--- config.mk ---
export PLATFORM = sky130hd
export DESIGN_NAME = addsub_pipe
export DESIGN_NICKNAME = d
export VERILOG_FILES = /design/src/rtl/addsub_pkg.sv /design/src/rtl/addsub_seg.sv /design/src/rtl/addsub_pipe.sv
export SDC_FILE = /design/constraint.sdc
export NUM_CORES = 1
export LEC_CHECK = 0
export CORE_MARGIN = 2
export CORE_UTILIZATION = 36
export DETAILED_ROUTE_END_ITERATION = 8
export PLACE_DENSITY = 0.57
export SLEW_MARGIN = 20
export SYNTH_ARGS = -nofsm -noshare
export SYNTH_HDL_FRONTEND = slang
export SYNTH_SLANG_ARGS = --single-unit
--- constraint.sdc ---
create_clock -name clk -period 3.1 [get_ports clk]
set_input_delay 0.62 -clock clk [delete_from_list [all_inputs] [get_ports clk]]
set_output_delay 0.62 -clock clk [all_outputs]
set_load 0.05 [all_outputs]
--- src/rtl/addsub_pkg.sv ---
// Shared constants and segmentation helpers for the pipelined add/sub datapath.
package addsub_pkg;

  // Sample width used across the FFT datapath.
  localparam int DATA_W   = 24;
  localparam int DEF_SEGS = 2;

  // Nominal segment width: ceil(width / segs).
  function automatic int seg_w(input int width, input int segs);
    return (width + segs - 1) / segs;
  endfunction

  // Lowest bit of segment k (k = segs gives width). Segments are seg_w wide
  // with the top one taking the remainder; the clamp keeps every segment at
  // least one bit wide for awkward width/segs combinations.
  function automatic int seg_lo(input int width, input int segs, input int k);
    int lo;
    int cap;
    lo  = k * seg_w(width, segs);
    cap = width - (segs - k);
    return (lo < cap) ? lo : cap;
  endfunction

  localparam int SEG_W = seg_w(DATA_W, DEF_SEGS);

endpackage

--- src/rtl/addsub_seg.sv ---
// One ripple segment of the split carry chain: sum = a + b + cin.
module addsub_seg
  import addsub_pkg::*;
#(
  parameter int W = SEG_W
) (
  input  logic [W-1:0] a,
  input  logic [W-1:0] b,
  input  logic         cin,
  output logic [W-1:0] sum,
  output logic         cout
);

  assign {cout, sum} = {1'b0, a} + {1'b0, b} + {{W{1'b0}}, cin};

endmodule

--- src/rtl/addsub_pipe.sv ---
// Pipelined signed add/subtract with per-sample sub/scale, stall and flush.
// The carry chain is cut into SEGS registered segments; stage k adds its own
// slice plus the carry from stage k-1, while untouched operand bits ride
// along (skew) and finished result bits ride along (deskew) in the same
// full-width stage registers so a sample's bits leave together.
module addsub_pipe
  import addsub_pkg::*;
#(
  parameter int WIDTH = DATA_W,
  parameter int SEGS  = DEF_SEGS
) (
  input  logic             clk,
  input  logic             rst_n,
  input  logic             en,
  input  logic             flush,
  input  logic             in_valid,
  input  logic [WIDTH-1:0] a,
  input  logic [WIDTH-1:0] b,
  input  logic             sub,
  input  logic             scale,
  output logic [WIDTH:0]   out,
  output logic             out_valid
);

  logic [WIDTH:0] out_reg;
  logic           out_valid_reg;

  genvar gi;
  generate
    for (gi = 0; gi < SEGS; gi++) begin : g_stage
      localparam int LO = seg_lo(WIDTH, SEGS, gi);
      localparam int HI = seg_lo(WIDTH, SEGS, gi + 1) - 1;

      // Stage inputs: ports for stage 0, previous stage registers otherwise.
      logic [WIDTH-1:0] a_st;
      logic [WIDTH-1:0] b_st;
      logic [WIDTH-1:0] sum_st;
      logic             carry_st;
      logic             valid_st;
      logic             sub_st;
      logic             scale_st;

      logic [HI-LO:0]   seg_sum;
      logic             seg_cout;
      logic [WIDTH-1:0] sum_next;

      if (gi == 0) begin : g_head
        // Subtraction is b inverted with a carry-in of one into segment 0.
        assign a_st     = a;
        assign b_st     = b ^ {WIDTH{sub}};
        assign sum_st   = '0;
        assign carry_st = sub;
        assign valid_st = in_valid;
        assign sub_st   = sub;
        assign scale_st = scale;
      end else begin : g_body
        assign a_st     = g_stage[gi-1].g_mid.a_reg;
        assign b_st     = g_stage[gi-1].g_mid.b_reg;
        assign sum_st   = g_stage[gi-1].g_mid.sum_reg;
        assign carry_st = g_stage[gi-1].g_mid.carry_reg;
        assign valid_st = g_stage[gi-1].g_mid.valid_reg;
        assign sub_st   = g_stage[gi-1].g_mid.sub_reg;
        assign scale_st = g_stage[gi-1].g_mid.scale_reg;
      end

      addsub_seg #(.W(HI - LO + 1)) u_seg (
        .a    (a_st[HI:LO]),
        .b    (b_st[HI:LO]),
        .cin  (carry_st),
        .sum  (seg_sum),
        .cout (seg_cout)
      );

      // Merge this segment's result into the bits finished by earlier stages.
      always_comb begin
        sum_next        = sum_st;
        sum_next[HI:LO] = seg_sum;
      end

      if (gi < SEGS - 1) begin : g_mid
        logic [WIDTH-1:0] a_reg;
        logic [WIDTH-1:0] b_reg;
        logic [WIDTH-1:0] sum_reg;
        logic             carry_reg;
        logic             valid_reg;
        logic             sub_reg;
        logic             scale_reg;

        // Intermediate stage register; flush clears valid even while stalled.
        always_ff @(posedge clk or negedge rst_n) begin
          if (!rst_n) begin
            a_reg     <= '0;
            b_reg     <= '0;
            sum_reg   <= '0;
            carry_reg <= 1'b0;
            valid_reg <= 1'b0;
            sub_reg   <= 1'b0;
            scale_reg <= 1'b0;
          end else begin
            if (en) begin
              a_reg     <= a_st;
              b_reg     <= b_st;
              sum_reg   <= sum_next;
              carry_reg <= seg_cout;
              sub_reg   <= sub_st;
              scale_reg <= scale_st;
            end
            if (flush) begin
              valid_reg <= 1'b0;
            end else if (en) begin
              valid_reg <= valid_st;
            end
          end
        end
      end else begin : g_last
        logic           top_bit;
        logic [WIDTH:0] full;
        logic [WIDTH:0] out_next;

        // Sign bit from the sign-extended operand tops plus the final carry.
        assign top_bit  = a_st[WIDTH-1] ^ b_st[WIDTH-1] ^ seg_cout;
        assign full     = {top_bit, sum_next};
        assign out_next = scale_st ? {top_bit, full[WIDTH:1]} : full;

        // Output register; flush clears valid even while stalled.
        always_ff @(posedge clk or negedge rst_n) begin
          if (!rst_n) begin
            out_reg       <= '0;
            out_valid_reg <= 1'b0;
          end else begin
            if (en) begin
              out_reg <= out_next;
            end
            if (flush) begin
              out_valid_reg <= 1'b0;
            end else if (en) begin
              out_valid_reg <= valid_st;
            end
          end
        end
      end
    end
  endgenerate

  assign out       = out_reg;
  assign out_valid = out_valid_reg;

endmodule

# == Word-level counts from Yosys, hierarchy flattened ==
# Cells that the tools add are included.
# word_totals
regBits,89
inputBits,55
output_inout_bits,26
wordCells,21
# op_classes
n_addsub,4
n_mux,5
bitwise_logic,3
reduce_logical,1
# ops
op,n
$add A12 B12 Y13,2
$add A13 B1 Y13,2
$mux W24,1
$xor A24 B24 Y24,1
$mux W1,4
$reduce_bool A2 Y1,1
$xor A1 B1 Y1,2

# == Logic depth before layout (Yosys ltp) ==
# Gate-level depths: netlist (run 1).
# depth
depth_word,4
depth_mapped,11
mapped_depth_nobuf,9

# == Cells and area by module ==
# Synthesis (run 1) repeated with hierarchy kept, for this count alone.
# unflattened
cells_unflattened,396
area_unflattened_um2,4156.5
# by_module_without_submodules
mod,n_inst,cells_each,area_per_inst_um2,seq_area_each_um2
addsub_pipe,1,234,2877.8,1626.6
addsub_seg at g_stage[0].u_seg,1,83,646.9,0.0
addsub_seg at g_stage[1].u_seg,1,79,631.9,0.0

# == Worst setup path after synthesis (run 1) ==
# OpenSTA, ideal clock, no wires.
# synth_timing
kind,input to register
from,in sub
to,reg g_stage[0].g_mid.sum_reg[8]
setup_ns,0.125
arrival_ns,2.561
required_ns,2.975
path_slack_ns,0.414
cell_stages,11
n_path_buf,2
cell_sequence,buf_6 buf_2 xor2_1 inv_1 fa_1 nor2b_1 o21ai_1 a211oi_1 nor2_1 xnor2_1 mux2_2
# synth_via
elab_chain_len,3
# synth_rtl
element,line,rtl
start: declaration,addsub_pipe.sv:19,"input logic sub,"
$xor A24 B24 Y24,addsub_pipe.sv:50,assign b_st = b ^ {WIDTH{sub}};
$add A12 B12 Y13,addsub_seg.sv:14,"assign {cout, sum} = {1'b0, a} + {1'b0, b} + {{W{1'b0}}, cin};"
$add A13 B1 Y13 (*),addsub_seg.sv:14,
end signal: assignment,addsub_pipe.sv:103,sum_reg <= sum_next;
end: declaration,addsub_pipe.sv:83,logic [WIDTH-1:0] sum_reg;
# Every way passes the cells marked *; elsewhere a longest branch is shown, timed or not.
# A chain may end at the register's enable or synchronous reset.

# == Worst setup path in the final report (run 1) ==
# layout_timing
from,in sub
to,reg g_stage[0].g_mid.sum_reg[10]
# The elaborated chain is that of the path after synthesis.

==> results of run 1 <==
-- stage by stage --
step,hold slack (ps),TNS (ps),instances,instance area [um^2]
2_1_floorplan,324,0,403,3920
3_3_place_gp,493,0,614,4880
3_5_place_dp,502,-51.1,614,4880
4_1_cts,317,0,630,5100
5_1_grt,330,0,630,5100
6_report,299,0,630,5100
-- Yosys cell counts (all sizes together), types with 2 or more instances --
library cell,number,area [um^2]
a211oi,4,30.0
a21o,5,37.5
a21oi,44,224
a31oi,4,25.0
buf,10,51.3
clkbuf,8,30.0
dfrtp,65,1630
fa,3,60.1
ha,22,275
inv,12,45.0
mux2,17,191
mux2i,18,193
nand2,21,78.8
nand2b,2,12.5
nand3,8,40.0
nand4,2,12.5
nor2,56,218
nor2b,6,37.5
nor3,7,35.0
o211ai,5,37.5
o21a,4,30.0
o21ai,15,75.1
o21bai,2,15.0
o221ai,2,17.5
o311ai,4,42.6
o31a,4,35.0
o41ai,2,17.5
or3,4,25.0
xnor2,20,175
xor2,15,131
-- area by class of cell --
type | count | area share [%]
inverters | 13 | 0.958
well taps | 140 | 3.44
repair buffers | 89 | 16.9
clock buffers | 10 | 2.50
flip-flops and latches | 65 | 31.9
multi-input cells | 307 | 42.5
clock inverters | 6 | 1.82
-- worst paths after layout --
path                                            start                           end  cells past startpoint
max                                               sub  g_stage[0].g_mid.sum_reg[10]                      9
min                                             rst_n    g_stage[0].g_mid.a_reg[22]                      1
max reg2reg                g_stage[0].g_mid.a_reg[12]                       out[19]                      9
min reg2reg                                   out[10]                       out[10]                      2
max in group asynchronous                       rst_n    g_stage[0].g_mid.b_reg[12]                      2
min in group clk                              out[10]                       out[10]                      2
-- layout by cell type, fill, tap and decap left out, types with 2 or more instances in the layout --
cell,netlist,routed
o211ai_1,5,5
bufinv_16,0,2
nand2b_1,2,2
o21a_1,4,4
nor2_1,55,55
o21ai_0,13,13
xor2_1,15,15
xnor2_1,20,20
a21oi_1,43,43
or3_1,4,4
o21bai_1,2,2
nand4_1,2,2
o221ai_1,2,2
ha_1,22,22
fa_1,3,3
nand2_1,21,21
o41ai_1,2,2
o31a_1,4,4
nor2b_1,6,6
clkbuf_8,0,9
a21o_1,5,5
nor3_1,7,7
mux2_2,17,17
a211oi_1,4,4
o21ai_1,2,2
a31oi_1,4,4
buf_4,0,10
clkinvlp_4,0,2
nand3_1,8,8
mux2i_1,17,17
clkdlybuf4s50_1,0,78
dfrtp_1,65,65
clkinv_4,0,2
o311ai_0,2,2
inv_1,12,12
-- cells by family after synthesis --
group           after synthesis
fa+ha+maj                    25
xor+xnor                     35
mux                          35
buf+inv                      31
compound gates              102
simple gates                110
flops                        65
-- critical path, cell delays in order --
cell and delay [ps]:
clkdlybuf4s50_1 530, buf_4 250, xor2_1 160, ha_1 300
nor2b_1 160, o21ai_1 200, a211oi_1 150, o211a_1 270
o311ai_0 370
-- metal layers --
metal  vias up  GRT usage, %  wire length (um)
met5         -             0                 0
met4         0          6.14               150
met3        13          3.01               366
met2        59          24.9              4020
met1      1528          23.4              4520
li1       1603             -                 -
-- power by group through the flow --
stage | sequential (mW) | clock [mW] | combinational [mW]
2_1_floorplan | 1.48 | 0 | 0.628
3_3_place_gp | 1.16 | 0 | 1.40
3_5_place_dp | 1.16 | 0 | 1.41
4_1_cts | 1.15 | 0.830 | 1.42
5_1_grt | 1.17 | 0.869 | 1.54
6_report | 1.14 | 0.810 | 1.41
==> impl_metrics.toml, run 1 <==
[run_status]
status = "finished clean"

[cells_and_area]
nNetsFinal = 565
syn2layout_area_growth_pct = 30.0
antenna_cells = 0
post-route-util_pct = 47.4
multi_input_area_um2 = 2160
layout.area.seq_um2 = 1630
n_fill_cell = 1063
largest_reg_flops = 25
drive_above_1_share_pct = 10.0

[worst_setup_path]
ff2ff_setup_slack_ps = 670
end_kind = "flip-flop"
crit_arrival_ps = 3010
worstPathRequired_ps = 3310
cp_max_fo = 11
cp-start-kind = "primary input"
crit_type = "in2reg"

[drt]
vias = 3203
first_pass_iters = 4
avgViaCountPerCell = 5.08
drt_iter0_drc = 171
final_antenna_net_count = 0
routed_wl_um = 9050
wl_per_cell_um = 14.4
route.detailed.drc = 0

[run]
cap_violations = 0

[sta]
fin_crit_sh_pct = 90.4
tightest_slew_ps = 667
fin_skew_ps = 18.4
final-setup-viol-count = 0
slew_violations = 0
hold_viol = 0
fin_crit_ps = 2800
relSlewSlack_pct = 55.5
fmax_mhz = 357
grt_setup_unrepaired = "false"
setup_ws_ps = 297

[yosys]
ys_seq_elements = 65
synth_compound_area_share_pct = 16.6
synthXorXnorAreaFrac_pct = 7.82
syn-instance-count = 403
syn_avg_cell_area_um2 = 9.73
synthFlopType = "dfrtp_1"
synth-seq-area-share_pct = 41.5
synth_edf_count = 0
syn_nets = 483
ys_warn_count = 0
synth_area_um2 = 3920
yosys.area_share.simple_pct = 12.4
synthMuxAreaShare_pct = 9.80
synthAdderAreaFrac_pct = 8.55
yosys.cell_types.count = 50
async_flop_share_pct = 100
synth_top_family_by_area = "compound AO/OA/AOI/OAI gates"

[global_routing]
grt_overflow = 0
antenna_found_initial = 0
grt.total_usage_pct = 16.4
grt_pass1_wl_um = 15100
grt_pass1_vias = 3173
grt_max_degree = 41

[pwr]
p_leak_nw = 2.13
p_sw_share_pct = 38.9
powerDensity_nw_per_um2 = 660
peakVddDrop_mv = 0.391
p_int_mw = 2.05
netSwitchingPower_mw = 1.31
combPwrFrac_pct = 41.9
p_clk_share_pct = 24.1
power_mw = 3.36
seqPwrFrac_pct = 34.0

[clock_network]
hold_buffers = 0
cts_tree = "done"
cts.clk_slew.worst_paths_ps = 80
insertion_delay_ps = 350
cts_htree_levels = 3
clockRootBuffer = "clkbuf_8"
cts_buffer_depth = 2
cts_sinks = 65
postCtsSetupBuffers = 0
ctsResizeCount = 0
cts_buffers = 9

[floorplanning]
start_util_pct = 36.5
dieHeight_um = 108
num_rows = 38
die_w_um = 108
core_area_um2 = 10700
io_pins = 81
die_area_um2 = 11700

[worst_hold_path]
hold_class = "in2async"

[placement]
dp_hpwl_um = 6680
port_buffers = 80
place_ws_ps = -31.0
gp_congestion = 0.840
Power figures use the tool's default switching activity.
==> run 2: changes to the inputs <==
--- a/config.mk
+++ b/config.mk
@@ -8,8 +8,10 @@
 export CORE_MARGIN = 2
 export CORE_UTILIZATION = 36
 export DETAILED_ROUTE_END_ITERATION = 8
-export PLACE_DENSITY = 0.57
+export PLACE_DENSITY = 0.56
+export SKIP_LAST_GASP = 1
 export SLEW_MARGIN = 20
 export SYNTH_ARGS = -nofsm -noshare
 export SYNTH_HDL_FRONTEND = slang
+export SYNTH_HIERARCHICAL = 1
 export SYNTH_SLANG_ARGS = --single-unit
==> constraint.sdc (replaced) <==
create_clock -name clk -period 2.6 [get_ports clk]
set_input_delay 0.52 -clock clk [delete_from_list [all_inputs] [get_ports clk]]
set_output_delay 0.52 -clock clk [all_outputs]
set_load 0.05 [all_outputs]
==> impl_metrics.toml, run 2 <==
[run_status]
status = "complete, but fails checks"
violations = "setup timing"

[placement]
port_buffers = 80
gp_congestion = 0.814
dp_hpwl_um = 7140

[drt]
avgViaCountPerCell = 4.91
route.detailed.drc = 0
drt_iter0_drc = 102
routed_wl_um = 9120
wl_per_cell_um = 13.9
final_antenna_net_count = 0
vias = 3229
first_pass_iters = 4

[yosys]
ys_seq_elements = 65
synth_top_area_cell = "dfrtp_1"
ys_warn_count = 6
synth_edf_count = 0
synthFlopType = "dfrtp_1"
ys_top_cells_by_count = "dfrtp_1 (65), a21oi_1 (50), nor2_1 (45), mux2i_1 (27), mux2_2 (26)"
synth_top_area_share_pct = 39.1
syn_nets = 477
synth_area_um2 = 4160
yosysMostFrequentCell = "dfrtp_1"
yosys.cell_types.count = 46
syn-instance-count = 396
async_flop_share_pct = 100
synth_area_leaders = "dfrtp_1 (39%), mux2_2 (7.0%), ha_1 (6.6%)"
synth-seq-area-share_pct = 39.1
syn_avg_cell_area_um2 = 10.5

[worst_hold_path]
hold_class = "in2async"

[global_routing]
grt.total_usage_pct = 15.2
grt_overflow = 0
grt.met3_usage_pct = 2.72
antenna_found_initial = 0
grt_use_met1_pct = 19.5
met2_usage_pct = 25.6
grt_pass1_wl_um = 15400
grt_max_degree = 40
grt_pass1_vias = 3347
grt_busiest_layer = "met2"

[cells_and_area]
antenna_cells = 0
syn2layout_area_growth_pct = 37.7
n_fill_cell = 1103
nNetsFinal = 590
final_common_cell = "clkdlybuf4s50_1"
post-route-util_pct = 50.5
drive_above_1_share_pct = 21.4
largest_reg_flops = 25
final_cell_mix = "clkdlybuf4s50_1 (75), dfrtp_1 (65), a21oi_1 (50)"

[floorplanning]
dieHeight_um = 111
core_area_um2 = 11300
die_area_um2 = 12400
io_pins = 81
num_rows = 39
start_util_pct = 36.7
die_w_um = 111

[worst_setup_path]
reg2regPathDepth = 8
crit_arrival_ps = 2860
worstPathRequired_ps = 2810
crit_type = "reg2reg"
cp-start-kind = "flip-flop"
end_kind = "flip-flop"
cp_max_fo = 2

[clock_network]
cts.clk_slew.worst_paths_ps = 60
cts_sinks = 65
cts_buffers = 9
hold_buffers = 0
insertion_delay_ps = 330
cts_htree_levels = 3
cts_tree = "done"
clockRootBuffer = "clkbuf_16"
cts_buffer_depth = 2

[sta]
grt_setup_unrepaired = "true"
fin_crit_sh_pct = 102
setup_tns_ps = -57.0
fin_skew_ps = 6.85
hold_viol = 0
relSlewSlack_pct = 54.3
setup_ws_ps = -46.1
fin_crit_ps = 2650
final-setup-viol-count = 2
fmax_mhz = 378
tightest_slew_ps = 685
slew_violations = 0

[run]
cap_violations = 0

[pwr]
peakVddDrop_mv = 0.551
p_leak_nw = 2.47
powerDensity_nw_per_um2 = 844
## run 2: logic make-up (layout without fill, tap and decap cells)
group / count (synthesis) / after routing / share of synthesized area (%)
compound gates: 97 / 97 / 14.8
xor+xnor: 39 / 39 / 8.58
fa+ha+maj: 26 / 26 / 8.55
buf+inv: 24 / 142 / 3.88
flops: 65 / 65 / 39.1
mux: 54 / 54 / 13.9
simple gates: 91 / 91 / 11.1
## run 2: path summary, 6_finish.rpt
check / to / slack (ps) / start
setup / recovery: out[24] / -50 / g_stage[0].g_mid.b_reg[12]
hold / removal: g_stage[0].g_mid.a_reg[13] / 230 / rst_n
setup reg to reg: out[24] / -50 / g_stage[0].g_mid.b_reg[12]
hold reg to reg: g_stage[0].g_mid.sum_reg[0] / 510 / g_stage[0].g_mid.sum_reg[0]
max in group asynchronous: g_stage[0].g_mid.b_reg[17] / 1730 / rst_n
min in group clk: g_stage[0].g_mid.sum_reg[0] / 510 / g_stage[0].g_mid.sum_reg[0]
## run 2: area by class of cell
cell class | instances | area, um^2 | area share, %
Tap cell | 143 | 179 | 3.13
Timing Repair Buffer | 123 | 1160 | 20.2
Sequential cell | 65 | 1630 | 28.4
Clock buffer | 10 | 229 | 4.00
Multi-Input combinational cell | 307 | 2430 | 42.4
Inverter | 3 | 11.3 | 0.197
Clock inverter | 6 | 92.6 | 1.62
## run 2: repair_timing
| item | 4_1_cts | 5_1_grt |
|---|---|---|
| resized for setup | 12 | 3 |
| endpoints found under the setup margin | 9 | 7 |
| setup buffers | 4 | 1 |
| pin swaps | 10 | 1 |
## run 2: routing by layer
layer,vias to the layer above,part of all wire (%)
met5,-,0
met4,0,1.8
met3,14,3.2
met2,62,49
met1,1486,46
li1,1667,-
## run 2: power by group
| group | internal (mW) | leakage (nW) | total (mW) | switching, mW |
|---|---|---|---|---|
| logic | 0.939 | 1.58 | 2.11 | 1.17 |
| registers | 1.27 | 0.743 | 1.43 | 0.168 |
| clock network | 0.842 | 0.149 | 1.28 | 0.441 |
## run 2: critical path, cell delays in order, from the launching register on
cell and delay, ps:
dfrtp_1 400, fa_2 420, fa_2 390, a211oi_4 260
o21ai_2 100, a31o_2 240, a31o_2 230, xor3_1 230
mux2_4 270
## run 2: through the flow
step	power [mW]	hold slack, ps	setup WS [ps]	cell area (um^2)	std cells
3_3_place_gp	3.51	492	-536	5320	636
6_report	4.83	234	-46.1	5720	657
2_1_floorplan	2.84	224	-204	4190	396
3_5_place_dp	3.54	504	-575	5320	636
4_1_cts	4.86	249	-46.4	5690	656
5_1_grt	5.13	278	-125	5720	657
